## src/rtl/biriq_br_pkg.sv

```systemverilog
// Shared types and constants for the IXU branch-resolve stage.
package biriq_br_pkg;

  typedef enum logic [2:0] {
    BR_BEQ  = 3'd0,
    BR_BNE  = 3'd1,
    BR_BLT  = 3'd2,
    BR_BGE  = 3'd3,
    BR_BLTU = 3'd4,
    BR_BGEU = 3'd5,
    BR_JAL  = 3'd6,
    BR_JALR = 3'd7
  } br_type_e;

  typedef enum logic {
    ST_RUN    = 1'b0,
    ST_SQUASH = 1'b1
  } state_e;

  localparam logic [31:0] C_LINK_OFFSET = 32'd4;

endpackage

```

## src/rtl/biriq_br_cond.sv

```systemverilog
// Branch condition evaluation from the compare-unit flags.
module biriq_br_cond
  import biriq_br_pkg::*;
(
  input  br_type_e br_type,
  input  logic     mts,
  input  logic     mtu,
  input  logic     eq,
  output logic     taken
);

  // Map branch type and compare flags to the resolved direction
  always_comb begin
    taken = 1'b0;
    unique case (br_type)
      BR_BEQ:  taken = eq;
      BR_BNE:  taken = !eq;
      BR_BLT:  taken = !(mts || eq);
      BR_BGE:  taken = mts || eq;
      BR_BLTU: taken = !(mtu || eq);
      BR_BGEU: taken = mtu || eq;
      BR_JAL:  taken = 1'b1;
      BR_JALR: taken = 1'b1;
      default: taken = 1'b0;
    endcase
  end

endmodule

```

## src/rtl/biriq_branch_resolve.sv

```systemverilog
// Branch resolve stage: direction/target resolution, mispredict redirect,
// registered writeback and predictor update, wrong-path squash.
module biriq_branch_resolve
  import biriq_br_pkg::*;
#(
  parameter int C_ROB_ID_W        = 6,
  parameter bit C_HAS_C_EXTENSION = 1'b0
) (
  input  logic                  cpu_clock_i,
  input  logic                  cpu_rst_ni,
  input  logic                  flush_i,
  input  logic                  valid_i,
  output logic                  ready_o,
  input  logic [2:0]            br_type_i,
  input  logic [31:0]           pc_i,
  input  logic [31:0]           imm_i,
  input  logic [31:0]           rs1_i,
  input  logic                  mts_i,
  input  logic                  mtu_i,
  input  logic                  eq_i,
  input  logic                  pred_taken_i,
  input  logic [31:0]           pred_target_i,
  input  logic [C_ROB_ID_W-1:0] rob_id_i,
  output logic                  res_valid_o,
  input  logic                  res_ready_i,
  output logic [C_ROB_ID_W-1:0] res_rob_id_o,
  output logic [31:0]           res_link_o,
  output logic                  res_exc_o,
  output logic                  redirect_o,
  output logic [31:0]           redirect_pc_o,
  output logic                  bu_valid_o,
  output logic [31:0]           bu_pc_o,
  output logic [31:0]           bu_target_o,
  output logic                  bu_taken_o
);

  state_e      state_q;
  // Set while the held result is the branch that opened the current squash window
  logic        res_mispred_q;

  br_type_e    br_type_p0;
  logic        taken_p0;
  logic [31:0] target_p0;
  logic [31:0] link_p0;
  logic [31:0] next_pc_p0;
  logic        exc_p0;
  logic        mispred_p0;
  logic        bu_en_p0;
  logic        accept_p0;
  logic        load_p0;
  logic        keep_on_flush;

  function automatic logic misaligned(input logic taken, input logic [31:0] tgt);
    return taken && tgt[1] && !C_HAS_C_EXTENSION;
  endfunction

  assign br_type_p0 = br_type_e'(br_type_i);

  biriq_br_cond u_cond (
    .br_type (br_type_p0),
    .mts     (mts_i),
    .mtu     (mtu_i),
    .eq      (eq_i),
    .taken   (taken_p0)
  );

  // Stage p0: resolve target, exception and mispredict for the incoming uop
  always_comb begin
    target_p0  = (br_type_p0 == BR_JALR) ? ((rs1_i + imm_i) & ~32'd1) : (pc_i + imm_i);
    link_p0    = pc_i + C_LINK_OFFSET;
    exc_p0     = misaligned(taken_p0, target_p0);
    // A not-taken prediction that matches carries no meaningful target
    mispred_p0 = !exc_p0 && ((taken_p0 != pred_taken_i) ||
                             (taken_p0 && (target_p0 != pred_target_i)));
    next_pc_p0 = taken_p0 ? target_p0 : link_p0;
    // jal targets are static; only conditional branches and jalr train the predictor
    bu_en_p0   = !exc_p0 && (br_type_p0 != BR_JAL);
  end

  // Handshake: wrong-path uops are always swallowed while squashing
  always_comb begin
    ready_o       = (state_q == ST_SQUASH) || !res_valid_o || res_ready_i;
    accept_p0     = valid_i && ready_o && !flush_i;
    load_p0       = accept_p0 && (state_q == ST_RUN);
    keep_on_flush = (state_q == ST_SQUASH) && res_mispred_q;
  end

  // Stage p1: output register, single-cycle pulses and squash FSM
  always_ff @(posedge cpu_clock_i or negedge cpu_rst_ni) begin
    if (!cpu_rst_ni) begin
      state_q       <= ST_RUN;
      res_mispred_q <= 1'b0;
      res_valid_o   <= 1'b0;
      res_rob_id_o  <= '0;
      res_link_o    <= '0;
      res_exc_o     <= 1'b0;
      redirect_o    <= 1'b0;
      redirect_pc_o <= '0;
      bu_valid_o    <= 1'b0;
      bu_pc_o       <= '0;
      bu_target_o   <= '0;
      bu_taken_o    <= 1'b0;
    end else begin
      redirect_o <= 1'b0;
      bu_valid_o <= 1'b0;
      if (load_p0) begin
        res_valid_o   <= 1'b1;
        res_rob_id_o  <= rob_id_i;
        res_link_o    <= link_p0;
        res_exc_o     <= exc_p0;
        res_mispred_q <= mispred_p0;
        redirect_o    <= mispred_p0;
        redirect_pc_o <= next_pc_p0;
        bu_valid_o    <= bu_en_p0;
        bu_pc_o       <= pc_i;
        bu_target_o   <= target_p0;
        bu_taken_o    <= taken_p0;
        state_q       <= mispred_p0 ? ST_SQUASH : ST_RUN;
      end else begin
        if (res_ready_i || (flush_i && !keep_on_flush)) begin
          res_valid_o   <= 1'b0;
          res_mispred_q <= 1'b0;
        end
        if (flush_i) begin
          state_q <= ST_RUN;
        end
      end
    end
  end

endmodule

```

## config.mk

```make
export PLATFORM = sky130hd
export DESIGN_NAME = biriq_branch_resolve
export DESIGN_NICKNAME = d
export VERILOG_FILES = /design/src/rtl/biriq_br_pkg.sv /design/src/rtl/biriq_br_cond.sv /design/src/rtl/biriq_branch_resolve.sv
export SDC_FILE = /design/constraint.sdc
export NUM_CORES = 1
export LEC_CHECK = 0
export BUFFER_PORTS_ARGS = -buffer_cell sky130_fd_sc_hd__buf_2
export CAP_MARGIN = 10
export CORE_MARGIN = 3
export CORE_UTILIZATION = 50
export DETAILED_ROUTE_END_ITERATION = 16
export HOLD_SLACK_MARGIN = 0.1
export PLACE_DENSITY = 0.83
export SYNTH_ARGS = -nofsm -noshare
export SYNTH_HDL_FRONTEND = slang
export SYNTH_SLANG_ARGS = --single-unit
```

## constraint.sdc

```tcl
create_clock -name cpu_clock_i -period 3.05 [get_ports cpu_clock_i]
set_input_delay 0.61 -clock cpu_clock_i [delete_from_list [all_inputs] [get_ports cpu_clock_i]]
set_output_delay 0.61 -clock cpu_clock_i [all_outputs]
set_load 0.005 [all_outputs]
```

==> impl_metrics.tcl, run 1 <==
set metrics [dict create \
    irDropWorstVdd_v 0.000346 \
    p_leak_nw 8.06 \
    post_drt_via_cell_ratio 6.14 \
    worstMarginPinSlew_ps 641 \
    slew_violations 0 \
    critPathMaxFanout 3 \
    holdWs_ps 154 \
    hpwl_um 34600 \
    initial_utilization 0.509 \
    yosysSeqAreaShare 0.312 \
    synth_async_sr_flop_share 1.00 \
    die_y_um 155 \
    rsz0062_at_grt "yes" \
    min_path_type "in -> async" \
    clk_latency_ps 420 \
    drtIter0Drc 1452 \
    num_vias 13717 \
    ant_nets 0 \
    synth_top_area_frac 0.312 \
    setup_ws_ps -613 \
    synth.area.top_cells "dfrtp_1 31%, ha_1 7.0%, nand2_1 6.0%" \
    synth_compound_area_frac 0.211 \
    area_growth_syn_to_layout_pct 53.8 \
    layout.nets 2142 \
    wl_um 46000 \
    io_buffers 285 \
    path_cells "clkbuf_4, ha_4, buf_4, nand4_1, nor4_4, o21ai_2, a31oi_2, buf_4, mux2i_1, buf_4, nor2_1, a221oi_1, o211ai_1, nor4_4, buf_4, o22ai_2" \
    tritoncts "yes" \
    pwr_density_cell_mw_per_mm2 507 \
    syn_inst 1336 \
    ys_types 79 \
    synth_edf_count 0 \
    n_fill_cell 1384 \
    timing.final.crit_share 1.20 \
    clk_pin_slew_ps 70 \
    drc 0 \
    cp_data_required_time_ps 3330 \
    yosysTopAreaCell "dfrtp_1" \
    root_buffer "clkbuf_16" \
    synth_xor_area_frac 0.0779 \
    path_common_cell "buf_4" \
    antenna_found_initial 9 \
    synthMuxAreaShare 0.0820 \
    fin_skew_ps 7.39 \
    worst-path-buf-inv 5 \
    core_area_mm2 0.0219 \
    grt_pass1_wl_um 67300 \
    first_pass_iters 6 \
    path_class "in -> reg" \
    cts_buffer_depth 2 \
    synth_ff_type "dfrtp_1" \
    crit_family "compound AO/OA/AOI/OAI gates" \
    synth_area_per_cell_um2 8.34 \
    setup_viol 9 \
    die_area_mm2 0.0241 \
    ys_ff_latch 139 \
    die_w_um 155 \
    ios 286 \
    cp_slowest_cell "a221oi_1" \
    startpoint_type "input port" \
    maxCapViolations 0 \
    drive_gt1_frac 0.458 \
    hold_viol_final 0 \
    cts_buffers 17 \
    grt_pass1_vias 12858 \
    violations "setup timing" \
    cp-end-kind "flip-flop" \
    wl_per_cell_um 20.6 \
    numClockSinks 139 \
    synthSimpleGateAreaFrac 0.210 \
    grt.overflow.total 0 \
    synth_top_family_by_area "compound AO/OA/AOI/OAI gates" \
    syn-num-nets 1546 \
    num_rows 54 \
    gp_congestion 0.975 \
    grt_max_degree 68 \
    postLayoutCoreUtil 0.783 \
    max_freq_mhz 273 \
    arrival_ps 3950 \
    status "finished with violations" \
    fin_crit_ps 3660 \
    htreeDepth 4 \
    synth_fa_ha_area_frac 0.0732 \
    synth_area_mm2 0.0111 \
    slowest_delay_ps 410 \
    relSlewSlack 0.566 \
    ys_warn_count 0 \
    gr-usage-all-layers 0.348 \
]
[stage by stage]
stage                     setup TNS (ps)  cell area (um^2)  cells  power (mW)  setup slack (ps)
after floorplan                    -1510             11200   1336        4.26              -511
after global placement            -14300             15400   2172        6.03             -1160
after detailed placement          -16930             15400   2172        6.19             -1250
after CTS                          -1730             16300   2211        8.38              -595
after global routing               -3090             17100   2233        9.10              -744
final                              -2050             17100   2233        8.69              -613
[logic make-up (layout without fill, tap and decap cells)]
group           count (synthesis)  in the layout
simple gates                  481            481
compound gates                380            380
flops                         139            139
xor+xnor                       95             95
buf+inv                        93            702
mux                            84             84
fa+ha+maj                      64             64
other cells                     0              8
[synthesized netlist by cell type, drive strengths merged (9+ instances only)]
master / n
xor2: 45
dfrtp: 139
o31ai: 9
a31oi: 14
nand2: 178
o21ai: 136
xnor2: 48
and2: 11
mux2i: 25
a21oi: 100
inv: 14
buf: 20
nor3b: 11
a21o: 21
mux2: 59
nand3: 40
nor3: 25
clkbuf: 58
nand4: 26
nor2: 99
nor4b: 12
and3: 16
ha: 62
o211ai: 10
a211oi: 22
and4: 9
nand2b: 13
[routing by layer]
layer / GRT usage / wire length (um)
met1: 0.466 / 17600
met2: 0.567 / 21400
met3: 0.0515 / 4700
met5: 0 / 13
met4: 0.140 / 2310
[area by class of cell]
type,count,area (um^2),area share
flip-flops and latches,139,3480,0.203
repair buffers,655,4360,0.254
diodes,8,20.0,0.00117
multi-input cells,1104,8300,0.484
well taps,280,350,0.0204
clock inverters,15,154,0.00898
inverters,15,56.3,0.00328
clock buffers,17,425,0.0248
[cells in the final DEF (no fill, tap or decap), types with 17 or more instances in the layout]
master | Yosys | layout
buf_2 | 11 | 278
mux2_2 | 59 | 56
ha_1 | 62 | 44
clkbuf_16 | 0 | 17
nand2_1 | 178 | 174
nor3_1 | 25 | 22
a21oi_1 | 99 | 69
nand4_1 | 26 | 26
a21o_1 | 21 | 21
ha_4 | 0 | 17
dfrtp_1 | 139 | 139
xor2_1 | 45 | 44
a21oi_2 | 1 | 26
o21ai_1 | 4 | 20
nor2_1 | 99 | 93
nand3_1 | 40 | 34
mux2i_1 | 25 | 23
o21ai_0 | 132 | 110
xnor2_1 | 47 | 41
buf_4 | 3 | 354
[flip-flops by register name, indices dropped and copies added (netlist names)]
| register | count |
|---|---|
| res_mispred_q | 1 |
| bu_taken_o | 1 |
| state_q | 1 |
| bu_pc_o | 30 |
| bu_valid_o | 1 |
| redirect_o | 1 |
| res_rob_id_o | 6 |
| res_exc_o | 1 |
| res_valid_o | 1 |
| redirect_pc_o | 32 |
| bu_target_o | 32 |
| res_link_o | 32 |
[where the power goes]
part	internal (mW)	total (mW)	switching [mW]
registers	2.36	2.68	0.316
clock network	1.16	2.05	0.889
logic	1.91	3.96	2.04
[timing repair]
action | 4_1_cts | 5_1_grt
hold buffers | 0 | 0
setup endpoints to repair | 15 | 19
cloned | 0 | 0
pin swaps | 17 | 44
gates resized for setup | 70 | 128
setup buffers | 8 | 17
[final timing paths]
| check | start | to | slack, ps | cells past startpoint |
|---|---|---|---|---|
| worst max-delay path | imm_i[14] | state_q | -610 | 16 |
| worst min-delay path | cpu_rst_ni | redirect_pc_o[0] | 150 | 1 |
| max in group asynchronous | cpu_rst_ni | res_rob_id_o[4] | 2110 | 2 |
| min in group cpu_clock_i | rob_id_i[0] | res_rob_id_o[0] | 420 | 2 |
| worst max register to register | state_q | state_q | 1300 | 5 |
| worst min register to register | bu_taken_o | bu_taken_o | 480 | 2 |
No activity file was read; power rests on OpenSTA's default activity.
==> run 2, diff against run 1 <==
--- a/config.mk
+++ b/config.mk
@@ -11,7 +11,8 @@
 export CORE_UTILIZATION = 50
 export DETAILED_ROUTE_END_ITERATION = 16
 export HOLD_SLACK_MARGIN = 0.1
-export PLACE_DENSITY = 0.83
+export PLACE_DENSITY = 0.86
 export SYNTH_ARGS = -nofsm -noshare
 export SYNTH_HDL_FRONTEND = slang
+export SYNTH_HIERARCHICAL = 1
 export SYNTH_SLANG_ARGS = --single-unit
==> constraint.sdc (replaced) <==
create_clock -name cpu_clock_i -period 3.1 [get_ports cpu_clock_i]
set_input_delay 0.62 -clock cpu_clock_i [delete_from_list [all_inputs] [get_ports cpu_clock_i]]
set_output_delay 0.62 -clock cpu_clock_i [all_outputs]
set_load 0.005 [all_outputs]
==> run 2 against run 1 <==
The flow still finishes with violations (setup timing). Setup slack improved by 160 ps. Clock skew is 6.8 ps higher. Global-route usage grew 0.34 points. Die area rose by 2.8%. Sequential share of layout area is 0.40 points higher. Critical path type unchanged. Highest routed layer is now met4.
==> impl_metrics.tcl, run 2 <==
set metrics [dict create \
    clk_pin_slew_ps 70 \
    multi_input_area_mm2 0.00806 \
    crit_family "compound AO/OA/AOI/OAI gates" \
    final_cell_mix "346 x buf_4, 282 x buf_2, 164 x nand2_1" \
    fin_skew_ps 14.2 \
    drive_gt1_frac 0.443 \
    yosysMostFrequentCell "nand2_1" \
    postLayoutCoreUtil 0.758 \
    path_class "in -> reg" \
    clk_latency_ps 430 \
    numClockSinks 139 \
    arrival_ps 3820 \
    layout.nets 2132 \
    postCtsHoldBufs 0 \
    slowest_delay_ps 510 \
    critPathMaxFanout 6 \
    root_buffer "clkbuf_16" \
    syn_inst 1339 \
    initial_utilization 0.518 \
    die_area_mm2 0.0248 \
    slew_violations 0 \
    cts_buffers 17 \
    worstMarginPinSlew_ps 787 \
    die_w_um 157 \
    placed_cells 2157 \
    setup_ws_ps -449 \
    cp_slowest_cell "or4_4" \
    synth_edf_count 0 \
    num_rows 54 \
    reg2reg_slack_ps 980 \
    cp-end-kind "flip-flop" \
    largestRegisters "bu_target_o x32, redirect_pc_o x32, res_link_o x32" \
    final_common_cell "buf_4" \
    fin_cells 2218 \
    wl_um 46200 \
    gr-usage-all-layers 0.351 \
    grt_pass1_vias 12971 \
    irDropWorstVdd_v 0.000412 \
    gp_congestion 0.982 \
    htreeDepth 4 \
    rr_worst_depth 4 \
    post_drt_via_cell_ratio 6.11 \
    yosysTopAreaCell "dfrtp_1" \
    ff_latch_area_mm2 0.00348 \
    maxCapViolations 0 \
    cts_buffer_depth 2 \
    worst-path-buf-inv 1 \
    synthTopCellsByCount "165 x nand2_1, 139 x dfrtp_1, 116 x o21ai_0, 91 x a21oi_1, 80 x nor2_1" \
    num_vias 13551 \
    fin_crit_ps 3550 \
    min_path_type "in -> async" \
    wl_per_cell_um 20.8 \
    max_freq_mhz 282 \
    grt_max_degree 195 \
    synth.area.top_cells "dfrtp_1 30%, ha_1 6.8%, mux2_2 6.6%" \
    grt.overflow.total 0 \
    first_pass_iters 6 \
    io_buffers 285 \
    antenna_found_initial 2 \
    hold_viol_final 0 \
    relSlewSlack 0.476 \
    cp_data_required_time_ps 3370 \
    die_y_um 157 \
    timing.final.crit_share 1.14 \
    pwr_density_cell_mw_per_mm2 504 \
    n_fill_cell 1524 \
    status "finished with violations" \
    setup_viol 7 \
    worstReg2RegStart "state_q" \
    drtIter0Drc 1513 \
    p_leak_nw 8.17 \
    ant_nets 0 \
    ys_types 98 \
    grt_pass1_wl_um 68600 \
    synth_ff_type "dfrtp_1" \
    r2r_end "bu_valid_o" \
    ys_ff_latch 139 \
    ys_warn_count 6 \
    synth_async_sr_flop_share 1.00 \
    rsz0062_at_grt "yes" \
    tritoncts "yes" \
    synth_area_per_cell_um2 8.57 \
    drc 0 \
    crit_path_start "pc_i[0]" \
    startpoint_type "input port" \
    synth_top_area_frac 0.303 \
    pre_cts_ws_ps -780 \
    yosysSeqAreaShare 0.303 \
    synth_area_mm2 0.0115 \
    area_growth_syn_to_layout_pct 46.5 \
    ios 286 \
    core_area_mm2 0.0222 \
    syn-num-nets 1549 \
    hpwl_um 35700 \
    path_cells "buf_12, ha_4, fa_2, a21o_1, a221oi_4, nand4b_1, a211oi_4, a211o_1, o211ai_1, o2111ai_1, or4_4, nor4_4, a22oi_1" \
    violations "setup timing" \
]
## run 2: cell count changes after synthesis, sizes merged, moves of 8 or more
cell    delta
nor4b      -9
inv       +18
nor2      -19
nand2     -12
o21a       +8
o21ai     -11
nand2b    -10
mux2       +8
nand3b     -8
nand3     +11
a21o      +10
## run 2: kinds of logic (layout without fill, tap and decap cells)
| group | after synthesis | count (layout) | synth area share |
|---|---|---|---|
| AOI/OAI and AO/OA | 395 | 395 | 0.226 |
| buffers and inverters | 109 | 705 | 0.0393 |
| xor gates and xnor gates | 95 | 95 | 0.0785 |
| muxes | 87 | 87 | 0.0857 |
| and+or+nand+nor | 450 | 450 | 0.196 |
| other | 0 | 3 | 0 |
| DFF | 139 | 139 | 0.303 |
| adders and majority gates | 64 | 64 | 0.0711 |
## run 2: power breakdown
| part | leakage (nW) | switching (mW) | internal (mW) |
|---|---|---|---|
| Clock | 0.280 | 0.890 | 1.16 |
| Sequential | 1.69 | 0.305 | 2.30 |
| Combinational | 6.20 | 1.96 | 1.85 |
## run 2: worst max path at each step
stage	end	slack, ps	cells after the start
finish	state_q	-450	13
detailed placement	state_q	-780	13
global route	state_q	-510	13
global placement	redirect_o	-710	15
floorplan	res_mispred_q	-250	12
CTS	state_q	-260	13
## run 2: layer usage
metal	vias to the layer above	track usage	part of all wire
li1	6127	-	-
met1	6460	0.477	0.40
met2	828	0.563	0.46
met3	136	0.0704	0.11
met4	0	0.121	0.036
met5	-	0	0
## run 2: worst reg2reg max path, cell delays in order (launching register included)
cell	delay, ps
dfrtp_1	440
nor2_1	240
nand3_4	270
buf_12	380
a211oi_1	630
## run 2: stage by stage
step                hold WS (ps)  power [mW]  instance area, um^2  TNS (ps)
CTS                          176        8.27                16500      -792
global placement             455        5.95                15500    -11310
finish                       160        8.47                16800     -1540
floorplan                    324        4.24                11500      -740
global route                 200        8.87                16800     -2320
detailed placement           466        6.09                15500    -13500
## run 2: cell type report
| class | count | area share |
|---|---|---|
| multi-input cells | 1091 | 0.480 |
| well taps | 280 | 0.0208 |
| repair buffers | 641 | 0.250 |
| clock buffers | 18 | 0.0261 |
| diodes | 3 | 0.000447 |
| clock inverters | 14 | 0.00879 |
| inverters | 32 | 0.00715 |
| flip-flops and latches | 139 | 0.207 |
## run 2: what timing repair did
| item | CTS | global route |
|---|---|---|
| gates resized for setup | 34 | 74 |
| setup endpoints to repair | 12 | 26 |
| pin swaps | 17 | 22 |
| setup buffers | 21 | 9 |
